File: src/rtl/lsu_pkg.sv
// lsu_pkg: shared states, funct3 codes, byte-enable masks and access classification for lsu_bus_if
package lsu_pkg;
  typedef enum logic [1:0] {IDLE, REQ, RESP} state_t;
  localparam logic [2:0] F3_B  = 3'b000;
  localparam logic [2:0] F3_H  = 3'b001;
  localparam logic [2:0] F3_W  = 3'b010;
  localparam logic [2:0] F3_BU = 3'b100;
  localparam logic [2:0] F3_HU = 3'b101;
  localparam logic [3:0] BE_BYTE = 4'b0001;
  localparam logic [3:0] BE_HALF = 4'b0011;
  localparam logic [3:0] BE_WORD = 4'b1111;
  function automatic logic f3_legal(input logic we, input logic [2:0] f3);
    return f3 == F3_B || f3 == F3_H || f3 == F3_W || (!we && (f3 == F3_BU || f3 == F3_HU));
  endfunction
  function automatic logic misaligned(input logic [2:0] f3, input logic [1:0] a);
    return (f3[1:0] == 2'b01 && a[0]) || (f3[1:0] == 2'b10 && a != 2'b00);
  endfunction
endpackage

File: src/rtl/lsu_align.sv
// lsu_align: byte enables, store lane replication and load lane extraction/extension
module lsu_align
  import lsu_pkg::*;
(
  input  logic [2:0]  funct3,
  input  logic [1:0]  addr,
  input  logic [31:0] wdata,
  input  logic [31:0] bus_rdata,
  output logic [3:0]  be,
  output logic [31:0] swdata,
  output logic [31:0] xrdata
);
  logic [7:0] b;
  logic [15:0] h;
  logic sx;
  always_comb begin
    b = bus_rdata[{addr, 3'b000} +: 8];
    h = addr[1] ? bus_rdata[31:16] : bus_rdata[15:0];
    sx = ~funct3[2];
    be = funct3[1:0] == 2'b00 ? BE_BYTE << addr : funct3[1:0] == 2'b01 ? BE_HALF << {addr[1], 1'b0} : BE_WORD;
    swdata = funct3[1:0] == 2'b00 ? {4{wdata[7:0]}} : funct3[1:0] == 2'b01 ? {2{wdata[15:0]}} : wdata;
    xrdata = funct3[1:0] == 2'b00 ? {{24{b[7] & sx}}, b} : funct3[1:0] == 2'b01 ? {{16{h[15] & sx}}, h} : bus_rdata;
  end
endmodule

File: src/rtl/lsu_bus_if.sv
// lsu_bus_if: load/store request/ready bus interface with timeout and extended load data
// Optional MISALIGN_TRAP_EN: misaligned half/word accesses end with err and no bus cycle.
module lsu_bus_if
  import lsu_pkg::*;
#(
  parameter int ADDR_W  = 32,
  parameter int TIMEOUT = 16
) (
  input  logic              clk,
  input  logic              reset,
  input  logic              start,
  input  logic              we,
  input  logic [2:0]        funct3,
  input  logic [ADDR_W-1:0] addr,
  input  logic [31:0]       wdata,
  output logic [31:0]       rdata,
  output logic              done,
  output logic              err,
  output logic              busy,
  output logic              bus_req,
  output logic              bus_we,
  output logic [ADDR_W-1:0] bus_addr,
  output logic [3:0]        bus_be,
  output logic [31:0]       bus_wdata,
  input  logic [31:0]       bus_rdata,
  input  logic              bus_ready
);
  state_t state;
  logic we_q;
  logic [2:0] f3_q;
  logic [1:0] a_q;
  logic [7:0] cnt;
  logic [3:0] be;
  logic [31:0] swdata, xrdata;
  logic reject;
  // Idle uses the live request fields; afterwards the latched ones drive load extraction.
  lsu_align u_align (
    .funct3   (state == IDLE ? funct3 : f3_q),
    .addr     (state == IDLE ? addr[1:0] : a_q),
    .wdata    (wdata),
    .bus_rdata(bus_rdata),
    .be       (be),
    .swdata   (swdata),
    .xrdata   (xrdata)
  );
`ifdef MISALIGN_TRAP_EN
  assign reject = !f3_legal(we, funct3) || misaligned(funct3, addr[1:0]);
`else
  assign reject = !f3_legal(we, funct3);
`endif
  always_ff @(posedge clk) begin
    if (reset) begin
      state <= IDLE;
      rdata <= '0;
      done <= 1'b0;
      err <= 1'b0;
      busy <= 1'b0;
      bus_req <= 1'b0;
      bus_we <= 1'b0;
      bus_addr <= '0;
      bus_be <= '0;
      bus_wdata <= '0;
      cnt <= '0;
      we_q <= 1'b0;
      f3_q <= '0;
      a_q <= '0;
    end else begin
      done <= 1'b0;
      case (state)
        IDLE: if (start) begin
          busy <= 1'b1;
          rdata <= '0;
          cnt <= '0;
          we_q <= we;
          f3_q <= funct3;
          a_q <= addr[1:0];
          err <= reject;
          done <= reject;
          state <= reject ? RESP : REQ;
          bus_req <= !reject;
          if (!reject) begin
            bus_we <= we;
            bus_addr <= {addr[ADDR_W-1:2], 2'b00};
            bus_be <= be;
            bus_wdata <= swdata;
          end
        end
        REQ: if (bus_ready || cnt == 8'(TIMEOUT - 1)) begin
          state <= RESP;
          done <= 1'b1;
          bus_req <= 1'b0;
          err <= !bus_ready;
          if (bus_ready && !we_q) rdata <= xrdata;
        end else cnt <= cnt + 8'd1;
        RESP: begin
          state <= IDLE;
          busy <= 1'b0;
        end
        default: state <= IDLE;
      endcase
    end
  end
endmodule

File: config.mk
export PLATFORM = sky130hd
export DESIGN_NAME = lsu_bus_if
export DESIGN_NICKNAME = d
export VERILOG_FILES = /design/src/rtl/lsu_pkg.sv /design/src/rtl/lsu_align.sv /design/src/rtl/lsu_bus_if.sv
export SDC_FILE = /design/constraint.sdc
export NUM_CORES = 1
export LEC_CHECK = 0
export BUFFER_PORTS_ARGS = -buffer_cell sky130_fd_sc_hd__buf_2
export CORE_ASPECT_RATIO = 1.1
export CORE_MARGIN = 2
export CORE_UTILIZATION = 30
export DETAILED_ROUTE_END_ITERATION = 6
export GPL_TIMING_DRIVEN = 0
export PLACE_DENSITY = 0.6
export SYNTH_ARGS = -nofsm -noshare
export SYNTH_HDL_FRONTEND = slang
export SYNTH_HIERARCHICAL = 1
export SYNTH_SLANG_ARGS = --single-unit
File: constraint.sdc
create_clock -name clk -period 2.6 [get_ports clk]
set_input_delay 0.13 -clock clk [delete_from_list [all_inputs] [get_ports clk]]
set_output_delay 0.13 -clock clk [all_outputs]
set_load 0.005 [all_outputs]
==> results.toml <==
[outcome]
status = "complete, no violations"

[yosys]
synth_edf_count = 0
synth.cells.most_frequent = "202 x nand2_1, 119 x dfxtp_1, 113 x a21oi_1"
synthCells = 721
synthTopCellsByArea = "dfxtp_1 41%, nand2_1 13%, a21oi_1 9.8%"
async_reset_ff_share_pct = 0
synthFlopType = "dfxtp_1"
ys_seq_area_share_pct = 41.2
syn_area_um2 = 5780
yosysTopAreaCell = "dfxtp_1"
yosysUniqueCellTypes = 54
yosysWarnings = 6
synth_seq_cells = 119
yosysTopAreaCellShare_pct = 41.2
yosysMostFrequentCell = "nand2_1"
avgSynthCellArea_um2 = 8.01

[critical_path]
crit_slowest_cell = "mux2_2"
r2r_start = "state[1]"
worstSetupStartpointType = "flip-flop"
worstSetupEndpointType = "flip-flop"
cp.arrival_ps = 2710
crit_buf_inv = 3
path_cells = "buf_2, nor2_4, mux2_2, buf_2, mux2_4, a31oi_4, buf_4, o21ai_0, nand3_1, a21oi_1"
critPathTopFamily = "multiplexers"
path_class = "reg2reg"
crit_fanout = 10
crit_required_ps = 2880
max_stage_delay_ps = 350
cp-startpoint = "state[1]"
cpMostUsedCell = "buf_2"

[min_path]
hp-start = "start"
hold_path_class = "in2reg"

[routing]
viasPerCell = 4.80
ant_nets = 0
via_count = 5973
drt_iter0_markers = 284
drcViolationCount = 0
drt_wl_total_mm = 19.9
drt_first_pass_iters = 5
routedWlPerCell_um = 16.0

[power_and_ir_drop]
power.leakage_nw = 3.54
switching_share_pct = 26.2
seqPwrFrac_pct = 34.6
p_int_mw = 4.17
p_comb_share_pct = 18.4
ir_drop_mv = 0.435
p_per_area_nw_per_um2 = 691
p_clk_share_pct = 47.0
switching_power_mw = 1.48

[sta]
setup_tns_ps = 0
setup_ws_ps = 170
slew_headroom_pct = 49.5
hold_ws_ps = 67.2
finalWorstPathRequiredPeriod_ps = 2430
worstMarginPinSlew_ps = 757
fin_worst_skew_ps = 6.32
setup_viol = 0
report.final.hold_viol_count = 0
final_max_slew_viol_count = 0
rsz0062_at_grt = "no"
fin_crit_sh_pct = 93.5
max_freq_mhz = 412

[cts]
cts_setup_buffers = 0
clock_sinks = 119
cts_made_buffers = 17
cts_max_level = 4
cts_tree = "done"
cts.root.buffer_cell = "clkbuf_16"
cts_buffer_depth = 2
clkTransAtPathRegs_ps = 50
clk_latency_ps = 410

[cells_and_area]
drive_gt1_share_pct = 32.3
area_growth_pct = 41.6
nets = 1089
postLayoutCellArea_um2 = 8180
diodes = 0
fill_cells = 1959

[flow_run]
maxCapViolations = 0

[die]
rows = 53
ios = 209
core_area_um2 = 19000
dieArea_um2 = 20400
die_h_um = 150
start_util_pct = 30.5
die_x_um = 136

[global_routing]
grt_pass1_vias = 5973
grt_usage_pct = 19.8
grt_overflow = 0
grt_max_degree = 17
antenna_found_initial = 0
grt_pass1_wl_mm = 30.9

[placement]
io_buffer_count = 206
placed_area_um2 = 7120
gp_congestion = 0.893
dp_slack_ps = -253
hpwl_mm = 15.0
[placed cells by master (no fill, tap or decap), drive strengths merged, types with 3 or more instances in the layout]
master,instances
inv,5
a21oi,114
dfxtp,119
nor2b,20
or3b,3
dlygate4sd3,37
a22oi,8
buf,249
nand2b,4
o22ai,3
and3,4
nand3b,4
a221o,4
nand3,38
mux2i,13
o211ai,10
a21o,3
nor2,14
a211oi,3
a221oi,3
mux2,23
mux4,3
bufinv,6
clkinv,5
nand2,202
xor2,3
o21ai,28
clkbuf,45
[worst register-to-register path: stages (launching register included)]
cell	delay [ps]
dfxtp_1	330
buf_2	190
nor2_4	200
mux2_2	350
buf_2	180
mux2_4	320
a31oi_4	240
buf_4	210
o21ai_0	120
nand3_1	90
a21oi_1	70
[cells by family after synthesis]
family          synth area share [%]
compound gates                  18.7
xor+xnor                       0.758
fa+ha+maj                      0.217
buf+inv                         7.65
flops                           41.2
mux                             8.04
other cells                   0.0649
simple gates                    23.3
[state kept, by name, summed over array words and instances, names as in the netlist, 2 cells and up]
signal     cells
rdata         32
bus_addr      30
cnt            8
f3_q           3
bus_wdata     32
bus_be         4
a_q            2
state          2
[stage by stage]
step                cells  total power [mW]  util (%)
floorplan             722              2.60         -
global placement     1175              2.97      37.5
finish               1244              5.65      43.1
global route         1244              5.87      43.1
detailed placement   1175              2.97      37.5
CTS                  1244              5.68      43.0
[final timing paths]
kind               endpoint  depth (start not counted)  slack, ps
setup reg to reg  rdata[29]                         10        170
hold reg to reg    rdata[5]                          2        450
setup / recovery  rdata[29]                         10        170
hold / removal         busy                          3         70
[layer usage]
metal | track usage, % | share of wire, %
met4 | 7.60 | 2.7
met2 | 33.2 | 46
met5 | 0 | 0
met1 | 23.1 | 42
met3 | 6.78 | 9.3
[area by class of cell]
class	instances	area [um^2]	share of cell area (%)
well taps	247	309	3.78
repair buffers	243	1400	17.1
flip-flops and latches	119	2380	29.1
inverters	5	18.8	0.230
plain buffers	69	429	5.25
clock buffers	19	433	5.30
multi-input cells	529	2970	36.4
clock inverters	13	228	2.79
[timing repair]
item | 4_1_cts | 5_1_grt
gates cloned | 0 | 0
endpoints found under the setup margin | 38 | 35
endpoints found under the hold margin | 38 | 0
pin swaps | 0 | 0
gates resized for setup | 4 | 6
hold buffers | 37 | 0
[power groups by stage]
| stage | Combinational [mW] | Sequential (mW) | Clock, mW |
|---|---|---|---|
| CTS | 1.03 | 1.95 | 2.69 |
| floorplan | 0.603 | 2.00 | 0 |
| global placement | 0.983 | 1.99 | 0 |
| detailed placement | 0.984 | 1.99 | 0 |
| global route | 1.14 | 1.96 | 2.77 |
| finish | 1.04 | 1.95 | 2.65 |
Note: power is estimated with default switching activity, not from simulation.
